File: config.mk
export PLATFORM = sky130hd
export DESIGN_NAME = reg_trace_streamer_flat
export DESIGN_NICKNAME = d
export VERILOG_FILES = /design/src/rtl/reg_trace_streamer_if.sv /design/src/rtl/reg_trace_streamer.sv /design/src/flat_wrapper.sv
export SDC_FILE = /design/constraint.sdc
export NUM_CORES = 2
export LEC_CHECK = 0
export CORE_AREA = 10 10 415 417
export DETAILED_ROUTE_END_ITERATION = 10
export DIE_AREA = 0 0 425 427
export PLACE_DENSITY = 0.55
export SETUP_SLACK_MARGIN = 0.02
export SYNTH_ARGS = -nofsm -noshare
export SYNTH_HDL_FRONTEND = slang
export SYNTH_SLANG_ARGS = --single-unit
File: constraint.sdc
create_clock -name clk -period 3.5 [get_ports clk]
set_input_delay 0.35 -clock clk [delete_from_list [all_inputs] [get_ports clk]]
set_output_delay 0.35 -clock clk [all_outputs]
set_load 0.005 [all_outputs]
File: src/rtl/reg_trace_streamer_if.sv
// Trace beat channel: one register value per beat, valid/ready handshake.
// Master drives the beat fields; slave returns out_ready.
interface reg_trace_streamer_if #(
  parameter int DATA_W = 32,
  parameter int SEQ_W  = 16,
  parameter int IDX_W  = 5
);
  logic              out_valid;
  logic              out_ready;
  logic [DATA_W-1:0] out_data;
  logic [IDX_W-1:0]  out_idx;
  logic [SEQ_W-1:0]  out_seq;
  logic              out_last;

  modport master (
    output out_valid, out_data, out_idx, out_seq, out_last,
    input  out_ready
  );

  modport slave (
    input  out_valid, out_data, out_idx, out_seq, out_last,
    output out_ready
  );
endinterface

File: src/rtl/reg_trace_streamer.sv
// Snapshots the register file on each executed instruction and streams it out one register per beat.
// First beat one cycle after capture, 1 beat/cycle under out_ready; beats hold while stalled, pulses during a stream are dropped.
module reg_trace_streamer #(
  parameter int NUM_REGS  = 32,
  parameter int DATA_W    = 32,
  parameter int SEQ_W     = 16,
  parameter int DIFF_MODE = 0,
  localparam int IDX_W    = $clog2(NUM_REGS)
) (
  input  logic                       clk,
  input  logic                       rst_n,
  input  logic                       exec_pulse,
  input  logic [NUM_REGS*DATA_W-1:0] regs_flat,
  reg_trace_streamer_if.master       trace,
  output logic                       busy,
  output logic [15:0]                drop_cnt
);

  typedef enum logic {IDLE, STREAM} state_t;

  state_t              state_q, state_d;
  logic [DATA_W-1:0]   snap_q [NUM_REGS];
  logic [DATA_W-1:0]   snap_d [NUM_REGS];
  logic [NUM_REGS-1:0] pend_q, pend_d;
  logic [SEQ_W-1:0]    seq_ctr_q, seq_ctr_d;
  logic                out_valid_q, out_valid_d;
  logic [DATA_W-1:0]   out_data_q, out_data_d;
  logic [IDX_W-1:0]    out_idx_q, out_idx_d;
  logic [SEQ_W-1:0]    out_seq_q, out_seq_d;
  logic                out_last_q, out_last_d;
  logic [15:0]         drop_cnt_q, drop_cnt_d;

  logic [DATA_W-1:0]   regs_in [NUM_REGS];
  logic [NUM_REGS-1:0] new_mask, new_rest, pend_rest;
  logic [IDX_W-1:0]    new_first, pend_first;
  logic                accept, cap_opp, capture;

  function automatic logic [IDX_W-1:0] first_set(input logic [NUM_REGS-1:0] m);
    first_set = '0;
    for (int i = NUM_REGS - 1; i >= 0; i--) begin
      if (m[i]) first_set = IDX_W'(i);
    end
  endfunction

  function automatic logic [NUM_REGS-1:0] onehot(input logic [IDX_W-1:0] i);
    onehot    = '0;
    onehot[i] = 1'b1;
  endfunction

  // snap_q doubles as the previous image for diff mode: both are replaced on every capture.
  always_comb begin
    for (int i = 0; i < NUM_REGS; i++) begin
      regs_in[i]  = regs_flat[DATA_W*i +: DATA_W];
      new_mask[i] = (DIFF_MODE != 0) ? (regs_in[i] != snap_q[i]) : 1'b1;
    end
    new_first  = first_set(new_mask);
    new_rest   = new_mask & ~onehot(new_first);
    pend_first = first_set(pend_q);
    pend_rest  = pend_q & ~onehot(pend_first);
  end

  always_comb begin
    accept  = out_valid_q & trace.out_ready;
    cap_opp = (state_q == IDLE) | (accept & out_last_q);
    capture = exec_pulse & cap_opp;

    state_d     = state_q;
    snap_d      = snap_q;
    pend_d      = pend_q;
    out_valid_d = out_valid_q;
    out_data_d  = out_data_q;
    out_idx_d   = out_idx_q;
    out_seq_d   = out_seq_q;
    out_last_d  = out_last_q;
    seq_ctr_d   = seq_ctr_q + SEQ_W'(exec_pulse);
    drop_cnt_d  = drop_cnt_q;

    if (exec_pulse && !cap_opp && drop_cnt_q != 16'hFFFF) begin
      drop_cnt_d = drop_cnt_q + 16'd1;
    end

    if (accept) begin
      if (out_last_q) begin
        state_d     = IDLE;
        out_valid_d = 1'b0;
        out_last_d  = 1'b0;
      end else begin
        out_idx_d  = pend_first;
        out_data_d = snap_q[pend_first];
        out_last_d = (pend_rest == '0);
        pend_d     = pend_rest;
      end
    end

    // A capture on the last-beat accept overrides the return to IDLE, giving a bubble-free handover.
    if (capture) begin
      snap_d    = regs_in;
      out_seq_d = seq_ctr_q;
      if (new_mask != '0) begin
        state_d     = STREAM;
        out_valid_d = 1'b1;
        out_idx_d   = new_first;
        out_data_d  = regs_in[new_first];
        out_last_d  = (new_rest == '0);
        pend_d      = new_rest;
      end else begin
        state_d     = IDLE;
        out_valid_d = 1'b0;
        out_last_d  = 1'b0;
        pend_d      = '0;
      end
    end
  end

  always_ff @(posedge clk) begin
    if (!rst_n) begin
      state_q     <= IDLE;
      for (int i = 0; i < NUM_REGS; i++) snap_q[i] <= '0;
      pend_q      <= '0;
      seq_ctr_q   <= '0;
      out_valid_q <= 1'b0;
      out_data_q  <= '0;
      out_idx_q   <= '0;
      out_seq_q   <= '0;
      out_last_q  <= 1'b0;
      drop_cnt_q  <= '0;
    end else begin
      state_q     <= state_d;
      snap_q      <= snap_d;
      pend_q      <= pend_d;
      seq_ctr_q   <= seq_ctr_d;
      out_valid_q <= out_valid_d;
      out_data_q  <= out_data_d;
      out_idx_q   <= out_idx_d;
      out_seq_q   <= out_seq_d;
      out_last_q  <= out_last_d;
      drop_cnt_q  <= drop_cnt_d;
    end
  end

  assign trace.out_valid = out_valid_q;
  assign trace.out_data  = out_data_q;
  assign trace.out_idx   = out_idx_q;
  assign trace.out_seq   = out_seq_q;
  assign trace.out_last  = out_last_q;
  assign busy            = (state_q == STREAM);
  assign drop_cnt        = drop_cnt_q;

endmodule

File: src/flat_wrapper.sv
// flat-port wrapper written by rule: the top's interface ports become plain ports
module reg_trace_streamer_flat 
#(
  parameter int NUM_REGS  = 32,
  parameter int DATA_W    = 32,
  parameter int SEQ_W     = 16,
  parameter int DIFF_MODE = 0,
  localparam int IDX_W    = $clog2(NUM_REGS)
)
  (clk, rst_n, exec_pulse, regs_flat, busy, drop_cnt, trace_out_valid, trace_out_data, trace_out_idx, trace_out_seq, trace_out_last, trace_out_ready);
  reg_trace_streamer_if #(.DATA_W(DATA_W), .SEQ_W(SEQ_W), .IDX_W((5))) trace_i ();
  input  logic clk;
  input  logic rst_n;
  input  logic exec_pulse;
  input  logic [NUM_REGS*DATA_W-1:0] regs_flat;
  output logic busy;
  output logic [15:0] drop_cnt;
  output wire logic [$bits(trace_i.out_valid)-1:0] trace_out_valid;
  output wire logic [$bits(trace_i.out_data)-1:0] trace_out_data;
  output wire logic [$bits(trace_i.out_idx)-1:0] trace_out_idx;
  output wire logic [$bits(trace_i.out_seq)-1:0] trace_out_seq;
  output wire logic [$bits(trace_i.out_last)-1:0] trace_out_last;
  input wire logic [$bits(trace_i.out_ready)-1:0] trace_out_ready;
  assign trace_out_valid = trace_i.out_valid;
  assign trace_out_data = trace_i.out_data;
  assign trace_out_idx = trace_i.out_idx;
  assign trace_out_seq = trace_i.out_seq;
  assign trace_out_last = trace_i.out_last;
  assign trace_i.out_ready = trace_out_ready;
  reg_trace_streamer #(.NUM_REGS(NUM_REGS), .DATA_W(DATA_W), .SEQ_W(SEQ_W), .DIFF_MODE(DIFF_MODE)) u_core (.clk(clk), .rst_n(rst_n), .exec_pulse(exec_pulse), .regs_flat(regs_flat), .trace(trace_i), .busy(busy), .drop_cnt(drop_cnt));
endmodule
==> impl_metrics.csv <==
group,metric,value,unit
clock_tree,clk_latency,800,ps
floorplanning,rows,149,
clock_tree,path_clk_slew,60,ps
clock_tree,hold_buffers,0,
worst_setup_path,crit_cells,11,
routing,dr.pass1.iters,9,
timing,finalCritPeriodShare,0.9960,
logic_synthesis,avgSynthCellArea,7.202,µm²
placement,place_ws,-549.9,ps
status,status,"finished, final reports clean",
routing,wl_met1,122400,µm
routing,drt-total-wl,304300,µm
power_and_ir_drop,switchingPower,12.24,mW
routing,via_per_inst,5.342,
worst_setup_path,path_buf_inv,3,
timing,worst_slew_pin_slew,1087,ps
final_layout,design_area,69420,µm²
logic_synthesis,ys_seq_area_frac,0.4691,
logic_synthesis,ys.flop_type,"dfxtp_1",
final_layout,final_common_cell,"nand2_1",
worst_setup_path,cp_cell_sequence,"or4_1 -> buf_4 -> nor3_1 -> buf_4 -> nor2_2 -> a21oi_1 -> o21ai_1 -> buf_4 -> nand3_1 -> a311oi_1 -> a21oi_1",
floorplanning,core,164100,µm²
routing,drc,0,
routing,drtAntennaViolNets,0,
worst_setup_path,crit_path_end_kind,"flip-flop",
power_and_ir_drop,p_leak,25.35,nW
timing,fmax,286.9,MHz
clock_tree,clock_sink_count,1143,
worst_setup_path,crit_fanout,9,
logic_synthesis,synth_enable_flop_cells,0,
worst_setup_path,path_class,"reg -> reg",
power_and_ir_drop,p_int,25.97,mW
final_layout,utilization,0.4231,
timing,rsz0062_at_grt,"no",
power_and_ir_drop,clkPwrFrac,0.394,
routing,wl_met2,142600,µm
timing,finalSetupTns,0,ps
grt,antenna_found_initial,87,
routing,wl_met3,22970,µm
worst_setup_path,worstSetupEndpoint,"u_core.trace.out_data[4]$_SDFFE_PN0P_",
timing,maxSlewHeadroom,0.2743,
timing,finalHoldViolCount,0,
worst_setup_path,cp_common_cell,"buf_4",
power_and_ir_drop,irDropWorstVdd,0.4980,mV
grt,grt_max_degree,131,
logic_synthesis,yosys_warnings,0,
worst_setup_path,critPathLaunch,"u_core.pend_q[5]$_SDFFE_PN0P_",
clock_tree,clockBufferDepth,3,
placement,postPlaceCellArea,64140,µm²
floorplanning,die_x,425,µm
floorplanning,start_util,0.2973,
logic_synthesis,synth.ff_latch_count,1143,
power_and_ir_drop,combPwrFrac,0.229,
timing,hold_ws,106.4,ps
timing,finClkSkew,30.01,ps
placement,post-dp-hpwl,239400,µm
worst_setup_path,critical_path.max_stage_delay,810,ps
power_and_ir_drop,power.density,550.5,nW/µm²
min_path,holdCritPathClass,"in -> reg",
worst_setup_path,cp-start-kind,"flip-flop",
worst_setup_path,timing.rr.start,"u_core.pend_q[5]$_SDFFE_PN0P_",
logic_synthesis,synth_cell_type_count,74,
grt,grt_overflow,0,
worst_setup_path,reg2reg_to,"u_core.trace.out_data[4]$_SDFFE_PN0P_",
routing,first_iter_violations,5956,
worst_setup_path,worst_path_max_delay_cell,"nor2_2",
floorplanning,die_area,181500,µm²
worst_setup_path,rr_worst_depth,11,
logic_synthesis,async_reset_ff_frac,0,
worst_setup_path,worstPathArrival,4130,ps
clock_tree,cts_root_buffer,"clkbuf_16",
routing,wl_per_cell,29.84,µm
routing,route.top_layer_used,"met5",
final_layout,layout.nets,8877,
grt,grt_pass1_vias,52118,
power_and_ir_drop,pwr-share-seq,0.376,
logic_synthesis,synth_nets,7804,
logic_synthesis,syn-cell-area,48780,µm²
timing,worst_slack,13.90,ps
floorplanning,die_y,427,µm
placement,portBuffers,1099,
timing,finalSetupViolations,0,
routing,num_vias,54462,
job,maxCapViolations,0,
clock_tree,cts_tree,"built",
logic_synthesis,synth_cells,6773,
final_layout,area_growth,42.31,%
final_layout,final_layout_size_suffix_gt1_frac,0.08965,
worst_setup_path,crit_family,"simple AND/OR/NAND/NOR gates",
worst_setup_path,r2r_setup_slack,10,ps
timing,slew_violations,0,
clock_tree,cts_buffers,137,
placement,gp_congestion,0.9756,
clock_tree,htree_levels,4,
final_layout,layout_common_cells,"nand2_1 (2855), a21oi_1 (1323), dfxtp_1 (1139), clkdlybuf4s50_1 (1098), buf_4 (330)",
grt,grt_pass1_wl,409500,µm
floorplanning,io_pins,1100,
power_and_ir_drop,p_sw_frac,0.3203,
worst_setup_path,critical_path_required,4140,ps
timing,period_needed,3486,ps
grt,grtUsageTotal,0.3157,
[timing repair]
| action | CTS | global route |
|---|---|---|
| setup endpoints to repair | 15 | 28 |
| cloned | 1 | 1 |
| pin swaps | 0 | 1 |
| hold endpoints to repair | 0 | 0 |
| gates resized for setup | 35 | 31 |
| buffers inserted | 1 | 2 |
[registers in the layout (all words and copies together) (netlist names)]
| register | flops |
|---|---|
| u_core.snap_q | 1024 |
| u_core.pend_q | 32 |
| u_core.trace.out_data | 32 |
| u_core.drop_cnt | 16 |
| u_core.seq_ctr_q | 16 |
| u_core.trace.out_seq | 16 |
| u_core.trace.out_idx | 5 |
| u_core.busy | 1 |
| u_core.trace.out_last | 1 |
[cells by family (layout without fill, tap and decap cells)]
logic type,Yosys count,count (layout),share of synthesized area
XOR/XNOR,27,27,0.004848
AO/OA/AOI/OAI,1735,1735,0.2004
multiplexers,86,86,0.01788
adder cells (fa/ha/maj),3,3,0.0007696
other,0,54,0
AND/OR/NAND/NOR,3199,3199,0.2583
buffers and inverters,580,1760,0.04871
flip-flops,1143,1143,0.4691
[metal layers]
layer | vias to the layer above | track usage
met4 | 22 | 0.1618
met3 | 509 | 0.07002
li1 | 24889 | -
met1 | 26691 | 0.3937
met5 | - | 0
met2 | 2351 | 0.5099
[stage by stage]
step	power (mW)	std cells
after global routing	39.30	10189
after floorplan	17.91	6773
final	38.21	10196
after CTS	38.13	10139
after global placement	23.06	9891
after detailed placement	23.06	9891
[power by group through the flow]
stage	Sequential (mW)	Clock, mW	Combinational (mW)
floorplan	14.3	0	3.58
global placement	14.6	0	8.44
detailed placement	14.6	0	8.44
CTS	14.3	15.2	8.57
global route	14.4	15.7	9.15
finish	14.4	15.1	8.77
[layout make-up]
type,instances,area [µm²]
well taps,2189,2739
multi-input cells,5050,23990
inverters,12,52.55
repair buffers,1502,14950
fillers,17070,94640
flip-flops and latches,1143,22890
clock buffers,200,3978
clock inverters,46,685.7
diodes,54,135.1
[worst register-to-register path, stage by stage (launching register included)]
cell and delay [ps]:
dfxtp_1 640, or4_1 350, buf_4 180, nor3_1 60
buf_4 130, nor2_2 810, a21oi_1 120, o21ai_1 300
buf_4 210, nand3_1 170, a311oi_1 280, a21oi_1 110
[how the worst min path moves through the flow]
stage / depth (start not counted) / slack (ps) / endpoint / startpoint
2_1_floorplan: 2 / 430 / u_core.snap_q[536]$_SDFFE_PN0P_ / u_core.snap_q[536]$_SDFFE_PN0P_
3_3_place_gp: 2 / 440 / u_core.snap_q[223]$_SDFFE_PN0P_ / u_core.snap_q[223]$_SDFFE_PN0P_
3_5_place_dp: 2 / 450 / u_core.snap_q[522]$_SDFFE_PN0P_ / u_core.snap_q[522]$_SDFFE_PN0P_
4_1_cts: 3 / 60 / u_core.snap_q[474]$_SDFFE_PN0P_ / regs_flat[570]
5_1_grt: 3 / 90 / u_core.snap_q[410]$_SDFFE_PN0P_ / regs_flat[634]
6_report: 3 / 110 / u_core.snap_q[499]$_SDFFE_PN0P_ / regs_flat[531]
[cells in the mapped netlist, types with 7 or more instances]
library cell  instances  area share
a211oi_1             12      0.0018
a21o_1                7      0.0011
a21oi_1            1327        0.14
a221oi_1             29      0.0052
a22oi_1              16      0.0025
a311oi_1             14      0.0025
a31oi_1              66      0.0085
a32o_1               31      0.0064
a32oi_1              63       0.011
and3_1               29      0.0037
and4_1               15      0.0027
buf_1                32      0.0025
buf_2                93      0.0095
buf_4                 8      0.0012
buf_6                 7      0.0016
clkbuf_1            428       0.033
dfxtp_1            1143        0.47
inv_1                11     0.00085
mux2_2                9      0.0021
mux2i_1              77       0.016
nand2_1            2857        0.22
nand3_1             117       0.012
nand4_1              10      0.0013
nor2_1               71      0.0055
nor2b_1               8      0.0010
nor3_1               32      0.0033
nor4_1               25      0.0032
o21ai_0              56      0.0057
o221ai_1             35      0.0063
o22ai_1              29      0.0037
xor2_1               21      0.0038
Note: power is estimated with default switching activity, not from simulation.
